**src/rtl/dac_cfg_pkg.sv**
```systemverilog
// Shared widths, field codes and the per-DAC configuration record for the
// DAC configuration scheduler.
package dac_cfg_pkg;

    localparam int STREAM_W = 4;
    localparam int CHAN_W   = 6;
    localparam int GAIN_W   = 3;
    localparam int NS_W     = 7;

    localparam logic [2:0] FIELD_SOURCE = 3'd0;
    localparam logic [2:0] FIELD_EN     = 3'd1;
    localparam logic [2:0] FIELD_THRSH  = 3'd2;
    localparam logic [2:0] FIELD_POL    = 3'd3;
    localparam logic [2:0] FIELD_GAIN   = 3'd4;
    localparam logic [2:0] FIELD_NOISE  = 3'd5;

    localparam logic [15:0] DAC_MIDSCALE = 16'h8000;

    typedef struct packed {
        logic [STREAM_W-1:0] src_stream;
        logic [CHAN_W-1:0]   src_chan;
        logic                en;
        logic [15:0]         thrsh;
        logic                pol;
    } dac_cfg_t;

    // Global fields ignore cfg_addr, so they are never rejected for a bad index.
    function automatic logic field_is_global(input logic [2:0] field);
        return (field == FIELD_GAIN) || (field == FIELD_NOISE);
    endfunction

endpackage

```
**src/rtl/dac_capture_slot.sv**
```systemverilog
// One DAC's sample latch: captures matching amplifier samples and returns to
// midscale when the commit edge changes this DAC's source.
module dac_capture_slot
    import dac_cfg_pkg::*;
(
    input  logic                dataclk,
    input  logic                reset_n,
    input  logic                smp_valid,
    input  logic [STREAM_W-1:0] smp_stream,
    input  logic [CHAN_W-1:0]   smp_channel,
    input  logic [15:0]         smp_data,
    input  logic [STREAM_W-1:0] src_stream,
    input  logic [CHAN_W-1:0]   src_chan,
    input  logic                src_change,
    output logic [15:0]         dac_input
);

    logic [15:0] sample_q;
    logic [15:0] sample_d;
    logic        match;

    assign match = smp_valid && (smp_stream == src_stream) && (smp_channel == src_chan);

    // A source change wins over a coincident sample matching the outgoing source.
    always_comb begin
        sample_d = sample_q;
        if (src_change) begin
            sample_d = DAC_MIDSCALE;
        end else if (match) begin
            sample_d = smp_data;
        end
    end

    always_ff @(posedge dataclk or negedge reset_n) begin
        if (!reset_n) begin
            sample_q <= DAC_MIDSCALE;
        end else begin
            sample_q <= sample_d;
        end
    end

    assign dac_input = sample_q;

endmodule

```
**src/rtl/dac_config_scheduler.sv**
```systemverilog
// Shadow/active configuration banks for the DAC outputs with frame-boundary
// atomic commit, plus per-DAC sample routing.
module dac_config_scheduler
    import dac_cfg_pkg::*;
#(
    parameter int NUM_DACS = 8,
    parameter int ms_wait  = 99
) (
    input  logic                   dataclk,
    input  logic                   reset_n,
    input  logic [31:0]            main_state,
    input  logic                   cfg_wr_en,
    input  logic [2:0]             cfg_addr,
    input  logic [2:0]             cfg_field,
    input  logic [15:0]            cfg_data,
    output logic                   cfg_pending,
    output logic                   cfg_err,
    output logic                   commit_pulse,
    input  logic                   smp_valid,
    input  logic [STREAM_W-1:0]    smp_stream,
    input  logic [CHAN_W-1:0]      smp_channel,
    input  logic [15:0]            smp_data,
    output logic [16*NUM_DACS-1:0] dac_input_bus,
    output logic [NUM_DACS-1:0]    dac_en_bus,
    output logic [16*NUM_DACS-1:0] dac_thrsh_bus,
    output logic [NUM_DACS-1:0]    dac_thrsh_pol_bus,
    output logic [GAIN_W-1:0]      gain,
    output logic [NS_W-1:0]        noise_suppress
);

    logic              field_known;
    logic              addr_ok;
    logic              wr_ok;
    logic              commit;
    logic              pending_q;
    logic              pending_d;
    logic              err_q;
    logic              commit_pulse_q;
    logic [GAIN_W-1:0] gain_shadow_q;
    logic [GAIN_W-1:0] gain_shadow_d;
    logic [GAIN_W-1:0] gain_active_q;
    logic [NS_W-1:0]   ns_shadow_q;
    logic [NS_W-1:0]   ns_shadow_d;
    logic [NS_W-1:0]   ns_active_q;

    assign field_known = (cfg_field <= FIELD_NOISE);
    assign addr_ok     = (int'(cfg_addr) < NUM_DACS);
    assign wr_ok       = cfg_wr_en && field_known && (field_is_global(cfg_field) || addr_ok);
    assign commit      = (main_state == 32'(ms_wait)) && pending_q;

    // A write coinciding with a commit must survive it, so it re-arms pending.
    always_comb begin
        pending_d = pending_q;
        if (wr_ok) begin
            pending_d = 1'b1;
        end else if (commit) begin
            pending_d = 1'b0;
        end
    end

    always_comb begin
        gain_shadow_d = gain_shadow_q;
        ns_shadow_d   = ns_shadow_q;
        if (wr_ok && cfg_field == FIELD_GAIN) begin
            gain_shadow_d = cfg_data[GAIN_W-1:0];
        end
        if (wr_ok && cfg_field == FIELD_NOISE) begin
            ns_shadow_d = cfg_data[NS_W-1:0];
        end
    end

    always_ff @(posedge dataclk or negedge reset_n) begin
        if (!reset_n) begin
            pending_q      <= 1'b0;
            err_q          <= 1'b0;
            commit_pulse_q <= 1'b0;
            gain_shadow_q  <= '0;
            gain_active_q  <= '0;
            ns_shadow_q    <= '0;
            ns_active_q    <= '0;
        end else begin
            pending_q      <= pending_d;
            err_q          <= cfg_wr_en && !wr_ok;
            commit_pulse_q <= commit;
            gain_shadow_q  <= gain_shadow_d;
            ns_shadow_q    <= ns_shadow_d;
            if (commit) begin
                gain_active_q <= gain_shadow_q;
                ns_active_q   <= ns_shadow_q;
            end
        end
    end

    genvar gi;
    generate
        for (gi = 0; gi < NUM_DACS; gi++) begin : g_dac
            dac_cfg_t shadow_q;
            dac_cfg_t shadow_d;
            dac_cfg_t active_q;
            logic     wr_hit;
            logic     src_change;

            assign wr_hit = wr_ok && !field_is_global(cfg_field) && (int'(cfg_addr) == gi);

            always_comb begin
                shadow_d = shadow_q;
                if (wr_hit) begin
                    case (cfg_field)
                        FIELD_SOURCE: begin
                            shadow_d.src_stream = cfg_data[CHAN_W+STREAM_W-1:CHAN_W];
                            shadow_d.src_chan   = cfg_data[CHAN_W-1:0];
                        end
                        FIELD_EN:    shadow_d.en    = cfg_data[0];
                        FIELD_THRSH: shadow_d.thrsh = cfg_data;
                        FIELD_POL:   shadow_d.pol   = cfg_data[0];
                        default:     shadow_d = shadow_q;
                    endcase
                end
            end

            // Commit copies the pre-write shadow; the write itself lands in shadow.
            always_ff @(posedge dataclk or negedge reset_n) begin
                if (!reset_n) begin
                    shadow_q <= '0;
                    active_q <= '0;
                end else begin
                    shadow_q <= shadow_d;
                    if (commit) begin
                        active_q <= shadow_q;
                    end
                end
            end

            assign src_change = commit &&
                ({shadow_q.src_stream, shadow_q.src_chan} != {active_q.src_stream, active_q.src_chan});

            dac_capture_slot u_slot (
                .dataclk     (dataclk),
                .reset_n     (reset_n),
                .smp_valid   (smp_valid),
                .smp_stream  (smp_stream),
                .smp_channel (smp_channel),
                .smp_data    (smp_data),
                .src_stream  (active_q.src_stream),
                .src_chan    (active_q.src_chan),
                .src_change  (src_change),
                .dac_input   (dac_input_bus[16*gi +: 16])
            );

            assign dac_en_bus[gi]             = active_q.en;
            assign dac_thrsh_bus[16*gi +: 16] = active_q.thrsh;
            assign dac_thrsh_pol_bus[gi]      = active_q.pol;
        end
    endgenerate

    assign cfg_pending    = pending_q;
    assign cfg_err        = err_q;
    assign commit_pulse   = commit_pulse_q;
    assign gain           = gain_active_q;
    assign noise_suppress = ns_active_q;

endmodule
```
**config.mk**
```make
export PLATFORM = sky130hd
export DESIGN_NAME = dac_config_scheduler
export DESIGN_NICKNAME = d
export VERILOG_FILES = /design/src/rtl/dac_cfg_pkg.sv /design/src/rtl/dac_capture_slot.sv /design/src/rtl/dac_config_scheduler.sv
export SDC_FILE = /design/constraint.sdc
export NUM_CORES = 1
export LEC_CHECK = 0
export CORE_AREA = 2 2 238 240
export CTS_BUF_LIST = sky130_fd_sc_hd__clkbuf_4
export CTS_CLUSTER_DIAMETER = 50
export DETAILED_ROUTE_END_ITERATION = 10
export DIE_AREA = 0 0 240 242
export PLACE_DENSITY_LB_ADDON = 0.05
export SLEW_MARGIN = 25
export SYNTH_ARGS = -nofsm -noshare
export SYNTH_HDL_FRONTEND = slang
export SYNTH_SLANG_ARGS = --single-unit
```
**constraint.sdc**
```tcl
create_clock -name dataclk -period 2 [get_ports dataclk]
set_clock_uncertainty 0.2 [all_clocks]
set_input_delay 0.5 -clock dataclk [delete_from_list [all_inputs] [get_ports dataclk]]
set_output_delay 0.5 -clock dataclk [all_outputs]
set_load 0.1 [all_outputs]
```
==> out/results.tsv, run 1 <==
stage	metric	value	unit
cts	worst skew pair latency	1010	ps
power_and_ir_drop	Power Density	687.4	nW/µm²
cts	CTS root buf	clkbuf_4	
synthesis	post-synthesis sequential area ratio	0.5471	
timing	Final setup viols	292	
global_route	GR Overflow Total	0	
synthesis	Synth Area per Inst	13.23	µm²
global_route	gr busiest metal	met2	
timing	Worst-Margin Slew	849.2	ps
worst_setup_path	slowest CP cell	dfstp_2	
synthesis	cell with the most instances after synthesis	dfrtp_1	
synthesis	Post-synth EDFFs	0	
worst_setup_path	kind of cell adding the most delay to the critical path	flip-flops	
timing	Hold Fails Final Rpt	0	
global_route	gr usage total	0.2650	
floorplan	core area	55730	µm²
synthesis	Synth Flop Type	dfrtp_1	
cts	Num CTS Buffers	155	
timing	slack of the critical path	-484.0	ps
global_route	largest net degree at the start of global routing	87	
timing	Fmax	402.6	MHz
status	failing checks	setup timing	
route	TritonRoute pass-1 iters	6	
placed_design	Placed Area	35850	µm²
synthesis	Synth Cell Area	27410	µm²
power_and_ir_drop	Switch Pwr	7.061	mW
global_route	number of global-route vias before repair	20504	
min_path	HP Class	primary input to register	
synthesis	Yosys warning count	0	
power_and_ir_drop	total power	26.77	mW
global_route	M1 GR Usage	0.3386	
power_and_ir_drop	Switching Share	0.2637	
power_and_ir_drop	Flop pwr share	0.482	
placed_design	gpl congestion	0.8481	
synthesis	ranking of synthesized cells by area	dfrtp_1 (54%), mux2_2 (17%), buf_4 (4.0%), a22oi_1 (3.3%), nand4_1 (3.3%)	
worst_setup_path	crit-path cells	buf_12	
cts	TritonCTS Sinks	599	
synthesis	Post-Syn Instances	2072	
cts	Bufs on Longest Clock Path	3	
synthesis	Synth top cells by count	dfrtp_1 (591), mux2_2 (425), buf_4 (147)	
route	residual DRC count	0	
power_and_ir_drop	combinational power share	0.116	
global_route	met3 usage in global routing	0.06860	
synthesis	post-synth top area cell	dfrtp_1	
placed_design	hpwl dp	52130	µm
floorplan	Die X-Extent	240	µm
timing	Final Cycle Share	1.242	
placed_design	IO buf count	368	
synthesis	Mapped Nets	2156	
timing	max_slew headroom	0.4339	
worst_setup_path	slowest stage delay, CP	600	ps
synthesis	Synth Register Bits	599	
global_route	GR Util met2	0.4338	
placed_design	Placement Setup Slack	-838.2	ps
timing	Final Critical Period	2484	ps
worst_setup_path	CP endpoint kind	output port	
cts	TritonCTS clock tree	done	
route	Vias	19353	
floorplan	Die Footprint	58080	µm²
finish	layout cells sized above 1	0.5206	
job	Max-Cap Viols	0	
floorplan	Die Y	242	µm
synthesis	Post-synth ARST share	1.000	
synthesis	area fraction of the dominant cell type after synthesis	0.5395	
power_and_ir_drop	Lkg Pwr	18.91	nW
route	WL per Instance	21.98	µm
power_and_ir_drop	Int Power	19.71	mW
finish	Syn-to-layout area delta	42.05	%
power_and_ir_drop	Clk pwr share	0.401	
global_route	first-pass GRT wire length	118300	µm
worst_setup_path	CP startpoint kind	register	
route	DR vias/cell	5.585	
finish	fin nets	2676	
cts	H-tree depth	4	
floorplan	Starting Density	0.4919	
power_and_ir_drop	worst vdd ir	0.4964	mV
status	run status	finished with violations	
timing	RSZ-0062 raised after global routing	yes	
floorplan	FP Rows	87	
worst_setup_path	Critical Path Fanout Max	2	
route	Iter 0 DRT Violations	1286	
timing	Slew Viols, Final	0	
timing	setup TNS	-84030	ps
route	ANT nets after route	0	
route	drt total wl	76150	µm
global_route	initial antenna violation count	5	
worst_setup_path	Worst EP required	1300	ps
floorplan	# IOs	369	
worst_setup_path	WP data arrival	1780	ps
worst_setup_path	Setup CP Type	register to output port	
cts	clk slew on worst S/H paths	70	ps
synthesis	post-synth cell types	48	
finish	Non-Filler Cell Area, Final	38940	µm²
worst_setup_path	worst path bufs/invs	1	
-- area by class of cell --
| cell class | count | area [µm²] |
|---|---|---|
| Fill cell | 4007 | 16790 |
| Clock buffer | 230 | 1727 |
| Clock inverter | 34 | 257.7 |
| Tap cell | 756 | 945.9 |
| Multi-Input combinational cell | 1156 | 10930 |
| Sequential cell | 599 | 15040 |
| Timing Repair Buffer | 679 | 10010 |
| Antenna cell | 10 | 25.02 |
| Inverter | 1 | 8.758 |
-- cells by family (layout without fill, tap and decap cells) --
family,count (synthesis),count (layout),synth area share
mux,468,468,0.1977
compound gates,257,257,0.07143
buf+inv,317,944,0.06778
xor+xnor,160,160,0.05112
other cells,0,10,0
flops,599,599,0.5471
simple gates,271,271,0.06481
-- cells in the final DEF, fill, tap and decap left out, types with 4 or more instances in the layout --
master and count:
a221o_1 7, a22oi_1 109, a22oi_2 11, and3_1 9
and4_1 18, buf_12 374, buf_4 210, buf_6 6
bufinv_16 4, clkbuf_4 230, clkdlybuf4s50_1 81, clkinv_1 21
dfrtp_1 561, dfrtp_2 30, dfstp_2 8, diode_2 10
dlygate4sd3_1 4, mux2_2 388, mux2_4 79, nand2_1 14
nand2_2 5, nand2_4 4, nand3_1 9, nand4_1 144
nor2_1 10, nor2_4 4, nor3_1 9, nor4_1 13
nor4_2 8, nor4b_2 4, o31a_1 7, o31ai_1 107
o31ai_2 13, xnor2_1 95, xor2_1 64
-- tightest hold or removal path, cell delays in order --
cell and delay [ps]:
clkdlybuf4s50_1 440, buf_12 160, nand4_1 60, a22oi_1 60
-- metal layers --
layer / vias up / wire length (µm)
li1: 8637 / -
met1: 9826 / 31540
met4: 4 / 2145
met2: 717 / 37780
met5: - / 23
met3: 169 / 4660
-- power by group through the flow --
| stage | clock [mW] | sequential (mW) | combinational (mW) |
|---|---|---|---|
| floorplan | 0 | 13.3 | 1.20 |
| global placement | 0 | 13.1 | 2.85 |
| detailed placement | 0 | 13.1 | 2.92 |
| CTS | 11.0 | 12.9 | 2.97 |
| global route | 11.7 | 13.0 | 3.31 |
| finish | 10.7 | 12.9 | 3.11 |
-- worst paths after layout --
kind	startpoint	endpoint	slack, ps	cells past startpoint
setup / recovery	g_dac[3].u_slot.dac_input[15]	dac_input_bus[63]	-480	1
hold / removal	smp_data[4]	g_dac[2].u_slot.dac_input[4]	80	4
setup reg to reg	g_dac[3].shadow_q[18]	g_dac[3].u_slot.dac_input[10]	-20	6
hold reg to reg	g_dac[0].shadow_q[4]	dac_thrsh_bus[3]	300	1
max in group asynchronous	reset_n	dac_thrsh_bus[70]	550	4
min in group asynchronous	reset_n	g_dac[1].active_q[21]	570	4
-- timing repair --
action                                  4_1_cts  5_1_grt
hold buffers                                  5        0
gates resized for setup                      19       49
hold endpoints to repair                    601        0
cloned                                        0        2
endpoints found under the setup margin      285      390
setup buffers                                62       41
pin swaps                                     0       16
-- registers in the layout, summed over array words and instances, names as in the netlist --
register                count
g_dac.shadow_q            224
dac_thrsh_bus             128
g_dac.u_slot.dac_input    128
g_dac.active_q             80
dac_en_bus                  8
dac_thrsh_pol_bus           8
noise_suppress              7
ns_shadow_q                 7
gain                        3
gain_shadow_q               3
cfg_err                     1
cfg_pending                 1
commit_pulse                1
-- through the flow --
step / utilization / hold WS (ps) / std cells
6_report: 0.6987 / 78.27 / 3465
5_1_grt: 0.6986 / 18.03 / 3462
4_1_cts: 0.6887 / 6.783 / 3412
3_5_place_dp: 0.6433 / 228.0 / 3081
3_3_place_gp: 0.6433 / 228.7 / 3081
2_1_floorplan: - / 4.409 / 2072
Power figures use the tool's default switching activity.
==> run 2, diff against run 1 <==
- RECOVER_POWER: not set -> 25
==> run 2 against run 1 <==
Highest routed layer unchanged; setup slack gained 7.1 ps; final cell count is the same; the run still ends with setup timing left; sequential cell count stayed put; sequential share of layout area increased by 0.12 points; critical path depth stayed put; critical path type unchanged.
==> out/results.tsv, run 2 (synthesized netlist as in run 1, its figures left out) <==
stage	metric	value	unit	change
status	run status	finished with violations		unchanged
status	failing checks	setup timing		unchanged
floorplan	FP Rows	87		unchanged
timing	Hold Fails Final Rpt	0		unchanged
worst_setup_path	CP endpoint kind	output port		unchanged
floorplan	Die X-Extent	240	µm	unchanged
route	Iter 0 DRT Violations	1327		was 1286
global_route	number of global-route vias before repair	20504		unchanged
timing	slack of the critical path	-476.9	ps	was -484.0 ps
worst_setup_path	worst r2r path cells	6		unchanged
timing	Final setup viols	363		was 292
global_route	gr usage total	0.2650		unchanged
floorplan	Starting Density	0.4919		unchanged
finish	Non-Filler Instances	3465		unchanged
worst_setup_path	Worst EP required	1300	ps	about the same
placed_design	gpl congestion	0.8481		unchanged
worst_setup_path	slowest stage delay, CP	600	ps	about the same
cts	CTS root buf	clkbuf_4		unchanged
route	WL per Instance	21.95	µm	was 21.98 µm
finish	Core Util, Final	0.6965		was 0.6987
finish	number of flip-flops under the largest register name	224		unchanged
global_route	initial antenna violation count	6		was 5
timing	setup TNS	-84010	ps	was -84030 ps
global_route	first-pass GRT wire length	118300	µm	unchanged
worst_setup_path	R2R setup slack	-20	ps	about the same
worst_setup_path	Worst R2R Start	g_dac[3].shadow_q[18]		unchanged
power_and_ir_drop	worst vdd ir	0.4930	mV	was 0.4964 mV
worst_setup_path	slowest CP cell	dfstp_2		unchanged
job	Max-Cap Viols	0		unchanged
route	drt total wl	76040	µm	was 76150 µm
route	Vias	19285		was 19353
finish	commonest non-fill, non-tap cell in the layout	dfrtp_1		unchanged
worst_setup_path	CP startpoint kind	register		unchanged
worst_setup_path	R2R Path End	g_dac[3].u_slot.dac_input[10]		unchanged
route	TritonRoute pass-1 iters	5		was 6
power_and_ir_drop	Clk pwr share	0.402		was 0.401
cts	Num CTS Buffers	155		unchanged
cts	worst skew pair latency	1000	ps	was 1010 ps
placed_design	hpwl dp	52130	µm	unchanged
finish	Reg with most FFs	g_dac.shadow_q		unchanged
route	residual DRC count	0		unchanged
timing	Worst-Margin Slew	841.5	ps	was 849.2 ps
power_and_ir_drop	combinational power share	0.115		was 0.116
power_and_ir_drop	Lkg Pwr	18.85	nW	was 18.91 nW
global_route	GR Overflow Total	0		unchanged
worst_setup_path	Critical Path Fanout Max	2		unchanged
route	DR vias/cell	5.566		was 5.585
timing	RSZ-0062 raised after global routing	yes		unchanged
timing	Final Cycle Share	1.238		was 1.242
floorplan	# IOs	369		unchanged
cts	TritonCTS Sinks	599		unchanged
timing	Slew Viols, Final	0		unchanged
worst_setup_path	worst path bufs/invs	1		unchanged
power_and_ir_drop	Int Power	19.68	mW	was 19.71 mW
power_and_ir_drop	Switch Pwr	7.058	mW	was 7.061 mW
finish	Syn-to-layout area delta	41.60	%	was 42.05%
cts	H-tree depth	4		unchanged
power_and_ir_drop	total power	26.74	mW	was 26.77 mW
floorplan	core area	55730	µm²	unchanged
timing	Hold WS	85.73	ps	was 78.27 ps
cts	clk slew on worst S/H paths	70	ps	about the same
worst_setup_path	WP data arrival	1780	ps	about the same
cts	TritonCTS clock tree	done		unchanged
min_path	WHS Endpoint	g_dac[2].u_slot.dac_input[4]		unchanged
timing	Fmax	403.7	MHz	was 402.6 MHz
power_and_ir_drop	Power Density	688.8	nW/µm²	was 687.4 nW/µm²
global_route	largest net degree at the start of global routing	87		unchanged
min_path	HP Class	primary input to register		unchanged
cts	Bufs on Longest Clock Path	3		unchanged
timing	Final Critical Period	2477	ps	was 2484 ps
floorplan	Die Y	242	µm	unchanged
floorplan	Die Footprint	58080	µm²	unchanged
timing	max_slew headroom	0.4390		was 0.4339
placed_design	number of cells after detailed placement	3081		unchanged
route	ANT nets after route	0		unchanged
finish	commonest non-fill, non-tap cells in the layout	dfrtp_1 (561), mux2_2 (388), buf_12 (366)		was dfrtp_1 (561), mux2_2 (388), buf_12 (374)
worst_setup_path	Setup CP Type	register to output port		unchanged
placed_design	IO buf count	368		unchanged
worst_setup_path	kind of cell adding the most delay to the critical path	flip-flops		unchanged
finish	layout cells sized above 1	0.5187		was 0.5206
finish	fin nets	2676		unchanged
min_path	HP Start	smp_data[4]		unchanged
power_and_ir_drop	Switching Share	0.2639		was 0.2637
min_path	WHS Path Cells	4		unchanged
worst_setup_path	crit-path cells	buf_12		unchanged
power_and_ir_drop	Flop pwr share	0.483		was 0.482
==> run 2: cell types whose count changed in the layout (fill, tap and decap cells not counted), moves of 3 or more <==
| cell | delta |
|---|---|
| clkbuf_4 | +4 |
| buf_6 | +3 |
| buf_12 | -8 |
| clkbuf_2 | +9 |
| clkbuf_1 | +5 |
| buf_4 | -14 |
==> run 2: cell type report <==
class | instances | area, µm²
flip-flops and latches | 599 | 15040
multi-input cells | 1156 | 10930
diodes | 10 | 25.02
inverters | 1 | 8.758
well taps | 756 | 945.9
clock buffers | 230 | 1727
clock inverters | 34 | 257.7
repair buffers | 679 | 9889
fillers | 4035 | 16920
==> run 2: worst max path at each step <==
| stage | slack [ps] | to | startpoint | cells past startpoint |
|---|---|---|---|---|
| 6_report | -480 | dac_input_bus[63] | g_dac[3].u_slot.dac_input[15] | 1 |
| 3_3_place_gp | -760 | g_dac[3].active_q[21] | main_state[22] | 8 |
| 5_1_grt | -550 | dac_input_bus[63] | g_dac[3].u_slot.dac_input[15] | 1 |
| 3_5_place_dp | -840 | g_dac[3].active_q[25] | main_state[13] | 8 |
| 4_1_cts | -570 | dac_input_bus[15] | g_dac[0].u_slot.dac_input[15] | 1 |
| 2_1_floorplan | -210 | g_dac[6].shadow_q[10] | cfg_field[2] | 6 |
==> run 2: power by group through the flow <==
stage / registers [mW] / logic, mW / clock network [mW]
2_1_floorplan: 13.3 / 1.20 / 0
3_3_place_gp: 13.1 / 2.85 / 0
3_5_place_dp: 13.1 / 2.92 / 0
4_1_cts: 12.9 / 2.97 / 11.0
5_1_grt: 13.0 / 3.28 / 11.7
6_report: 12.9 / 3.08 / 10.8
==> run 2: through the flow <==
stage	area [µm²]	setup WS, ps
after floorplan	27890	-213.9
after global placement	35850	-756.9
after detailed placement	35850	-838.2
after CTS	38390	-566.1
after global routing	38810	-552.6
final	38820	-476.9
==> run 2: what timing repair did <==
| item | 4_1_cts | 5_1_grt |
|---|---|---|
| buffers inserted | 62 | 41 |
| pin swaps | 0 | 16 |
| gates resized for setup | 19 | 49 |
| cloned | 0 | 2 |
| setup endpoints to repair | 285 | 390 |
| hold buffers | 5 | 0 |
| endpoints found under the hold margin | 601 | 0 |
==> run 2: per-layer routing <==
| metal | global-route usage | vias to the layer above | routed length (µm) |
|---|---|---|---|
| met5 | 0 | - | 21 |
| met2 | 0.4338 | 674 | 37910 |
| met4 | 0.09792 | 4 | 2091 |
| met1 | 0.3386 | 9799 | 31620 |
| met3 | 0.06860 | 174 | 4396 |
| li1 | - | 8634 | - |
==> run 3, diff against run 2 <==
- CTS_BUF_LIST: sky130_fd_sc_hd__clkbuf_4 -> not set
==> run 3 against run 2 <==
The run still ends with setup timing left; combinational power is 3% lower; core utilization shrank 0.15 points; count of clock-buffer cells in the layout fell by 139; sequential cell count unchanged; hold slack better by 100 ps; maximum frequency grew 19%; die area did not move; clock power rose by 22%; power grew 9.0%.
==> out/results.tsv, run 3 (synthesized netlist as in run 1, its figures left out) <==
stage	metric	value	unit	change
min_path	HP Class	primary input to async pin		was primary input to register
status	run status	finished with violations		unchanged
route	Iter 0 DRT Violations	1531		was 1327
worst_setup_path	Levels on crit path	1		unchanged
global_route	number of global-route vias before repair	19451		was 20504
finish	number of flip-flops under the largest register name	224		unchanged
worst_setup_path	CP startpoint kind	register		unchanged
route	DR vias/cell	5.773		was 5.566
floorplan	FP Rows	87		unchanged
floorplan	core area	55730	µm²	unchanged
power_and_ir_drop	Switching Share	0.2464		was 0.2639
worst_setup_path	CP endpoint kind	output port		unchanged
timing	Final Critical Period	2073	ps	was 2477 ps
power_and_ir_drop	worst vdd ir	0.6460	mV	was 0.4930 mV
worst_setup_path	slowest stage delay, CP	590	ps	was 600 ps
power_and_ir_drop	Int Power	21.96	mW	was 19.68 mW
worst_setup_path	Worst EP required	1300	ps	about the same
cts	TritonCTS Sinks	599		unchanged
finish	Non-Filler Cell Area, Final	38740	µm²	was 38820 µm²
placed_design	gpl congestion	0.8481		unchanged
placed_design	number of cells after detailed placement	3081		unchanged
power_and_ir_drop	combinational power share	0.102		was 0.115
global_route	first-pass GRT wire length	116700	µm	was 118300 µm
power_and_ir_drop	total power	29.14	mW	was 26.74 mW
floorplan	# IOs	369		unchanged
cts	Bufs on Longest Clock Path	3		unchanged
finish	Reg with most FFs	g_dac.shadow_q		unchanged
power_and_ir_drop	Flop pwr share	0.443		was 0.483
power_and_ir_drop	Switch Pwr	7.182	mW	was 7.058 mW
worst_setup_path	Setup CP Type	register to output port		unchanged
route	Vias	18681		was 19285
route	drt total wl	75770	µm	was 76040 µm
timing	slack of the critical path	-73.13	ps	was -476.9 ps
route	TritonRoute pass-1 iters	6		was 5
finish	fin nets	2507		was 2676
worst_setup_path	slowest CP cell	dfstp_2		unchanged
timing	RSZ-0062 raised after global routing	yes		unchanged
timing	Hold Fails Final Rpt	0		unchanged
worst_setup_path	WP data arrival	1370	ps	was 1780 ps
finish	Syn-to-layout area delta	41.30	%	was 41.60%
global_route	largest net degree at the start of global routing	87		unchanged
power_and_ir_drop	Clk pwr share	0.455		was 0.402
route	residual DRC count	0		unchanged
floorplan	Die X-Extent	240	µm	unchanged
worst_setup_path	crit-path cells	buf_12		unchanged
timing	Final setup viols	17		was 363
timing	Slew Viols, Final	0		unchanged
cts	Num CTS Buffers	69		was 155
timing	Worst-Margin Slew	862.3	ps	was 841.5 ps
worst_setup_path	Critical Path Fanout Max	2		unchanged
global_route	gr usage total	0.2600		was 0.2650
finish	commonest non-fill, non-tap cell in the layout	dfrtp_1		unchanged
route	ANT nets after route	0		unchanged
timing	max_slew headroom	0.4251		was 0.4390
placed_design	Placed Area	35850	µm²	unchanged
global_route	GR Overflow Total	0		unchanged
floorplan	Die Footprint	58080	µm²	unchanged
cts	CTS root buf	clkbuf_16		was clkbuf_4
cts	TritonCTS clock tree	done		unchanged
worst_setup_path	kind of cell adding the most delay to the critical path	flip-flops		unchanged
cts	H-tree depth	3		was 4
placed_design	IO buf count	368		unchanged
job	Max-Cap Viols	0		unchanged
placed_design	hpwl dp	52130	µm	unchanged
cts	worst skew pair latency	600	ps	was 1000 ps
finish	Non-Filler Instances	3236		was 3465
route	WL per Instance	23.41	µm	was 21.95 µm
cts	clk slew on worst S/H paths	60	ps	was 70 ps
power_and_ir_drop	Power Density	752.3	nW/µm²	was 688.8 nW/µm²
global_route	initial antenna violation count	6		unchanged
finish	layout cells sized above 1	0.4758		was 0.5187
status	failing checks	setup timing		unchanged
floorplan	Starting Density	0.4919		unchanged
floorplan	Die Y	242	µm	unchanged
worst_setup_path	worst path bufs/invs	1		unchanged
timing	Final Cycle Share	1.037		was 1.238
worst_setup_path	worst r2r path cells	6		unchanged
power_and_ir_drop	Lkg Pwr	18.62	nW	was 18.85 nW
finish	commonest non-fill, non-tap cells in the layout	dfrtp_1 (576), mux2_2 (385), buf_12 (365)		was dfrtp_1 (561), mux2_2 (388), buf_12 (366)
timing	Fmax	482.4	MHz	was 403.7 MHz
[run 3: cell count changes in the layout (fill, tap and decap cells not counted), sizes merged, moves of 8 or more]
cell,change
clkbuf,-135
clkinv,-10
buf,-87
clkdlybuf4s50,-34
dlygate4sd2,+30
diode,-8
[run 3: timing repair]
| action | in CTS | in global routing |
|---|---|---|
| endpoints found under the hold margin | 81 | 0 |
| endpoints found under the setup margin | 568 | 276 |
| hold buffers | 1 | 0 |
| buffers inserted | 9 | 9 |
| gates cloned | 4 | 5 |
| pin swaps | 15 | 30 |
| resized for setup | 49 | 57 |
[run 3: power by group through the flow]
stage                     clock (mW)  sequential [mW]  combinational, mW
after floorplan                    0             13.3               1.20
after global placement             0             13.1               2.85
after detailed placement           0             13.1               2.92
after CTS                       13.4             12.9               2.92
after global routing            13.9             13.0               3.18
final                           13.2             12.9               2.98
[run 3: per-stage QoR]
step           setup TNS [ps]  hold slack, ps  worst slack (ps)    util
3_5_place_dp          -421070           228.0            -838.2  0.6433
2_1_floorplan          -25950           4.409            -213.9       -
5_1_grt                 -1322           201.0            -104.4  0.6950
6_report               -496.1           190.2            -73.13  0.6950
4_1_cts                -692.9           188.0            -116.4  0.6904
3_3_place_gp          -388000           228.7            -756.9  0.6433
[run 3: path summary, 6_finish.rpt]
| kind | start | end | slack (ps) |
|---|---|---|---|
| min in group dataclk | cfg_wr_en | cfg_pending | 210 |
| setup / recovery | g_dac[3].u_slot.dac_input[15] | dac_input_bus[63] | -70 |
| setup reg to reg | g_dac[3].active_q[18] | g_dac[3].u_slot.dac_input[12] | -30 |
| hold / removal | reset_n | commit_pulse | 190 |
| max in group asynchronous | reset_n | g_dac[3].u_slot.dac_input[15] | 80 |
| hold reg to reg | g_dac[6].shadow_q[17] | dac_en_bus[6] | 300 |
[run 3: routing by layer]
layer | GRT usage | share of wire
met2 | 0.4296 | 0.49
met5 | 0 | 0.00030
met4 | 0.07727 | 0.032
met1 | 0.3453 | 0.41
met3 | 0.05390 | 0.061
[run 3: cell type report]
| class | count | area, µm² |
|---|---|---|
| antenna | 2 | 5.005 |
| clock buffer | 91 | 1953 |
| clock inverter | 35 | 454.2 |
| fill | 3922 | 17000 |
| inverter | 1 | 8.758 |
| multi-input combinational | 1157 | 10990 |
| sequential | 599 | 15020 |
| tap | 756 | 945.9 |
| timing repair buffer | 595 | 9365 |
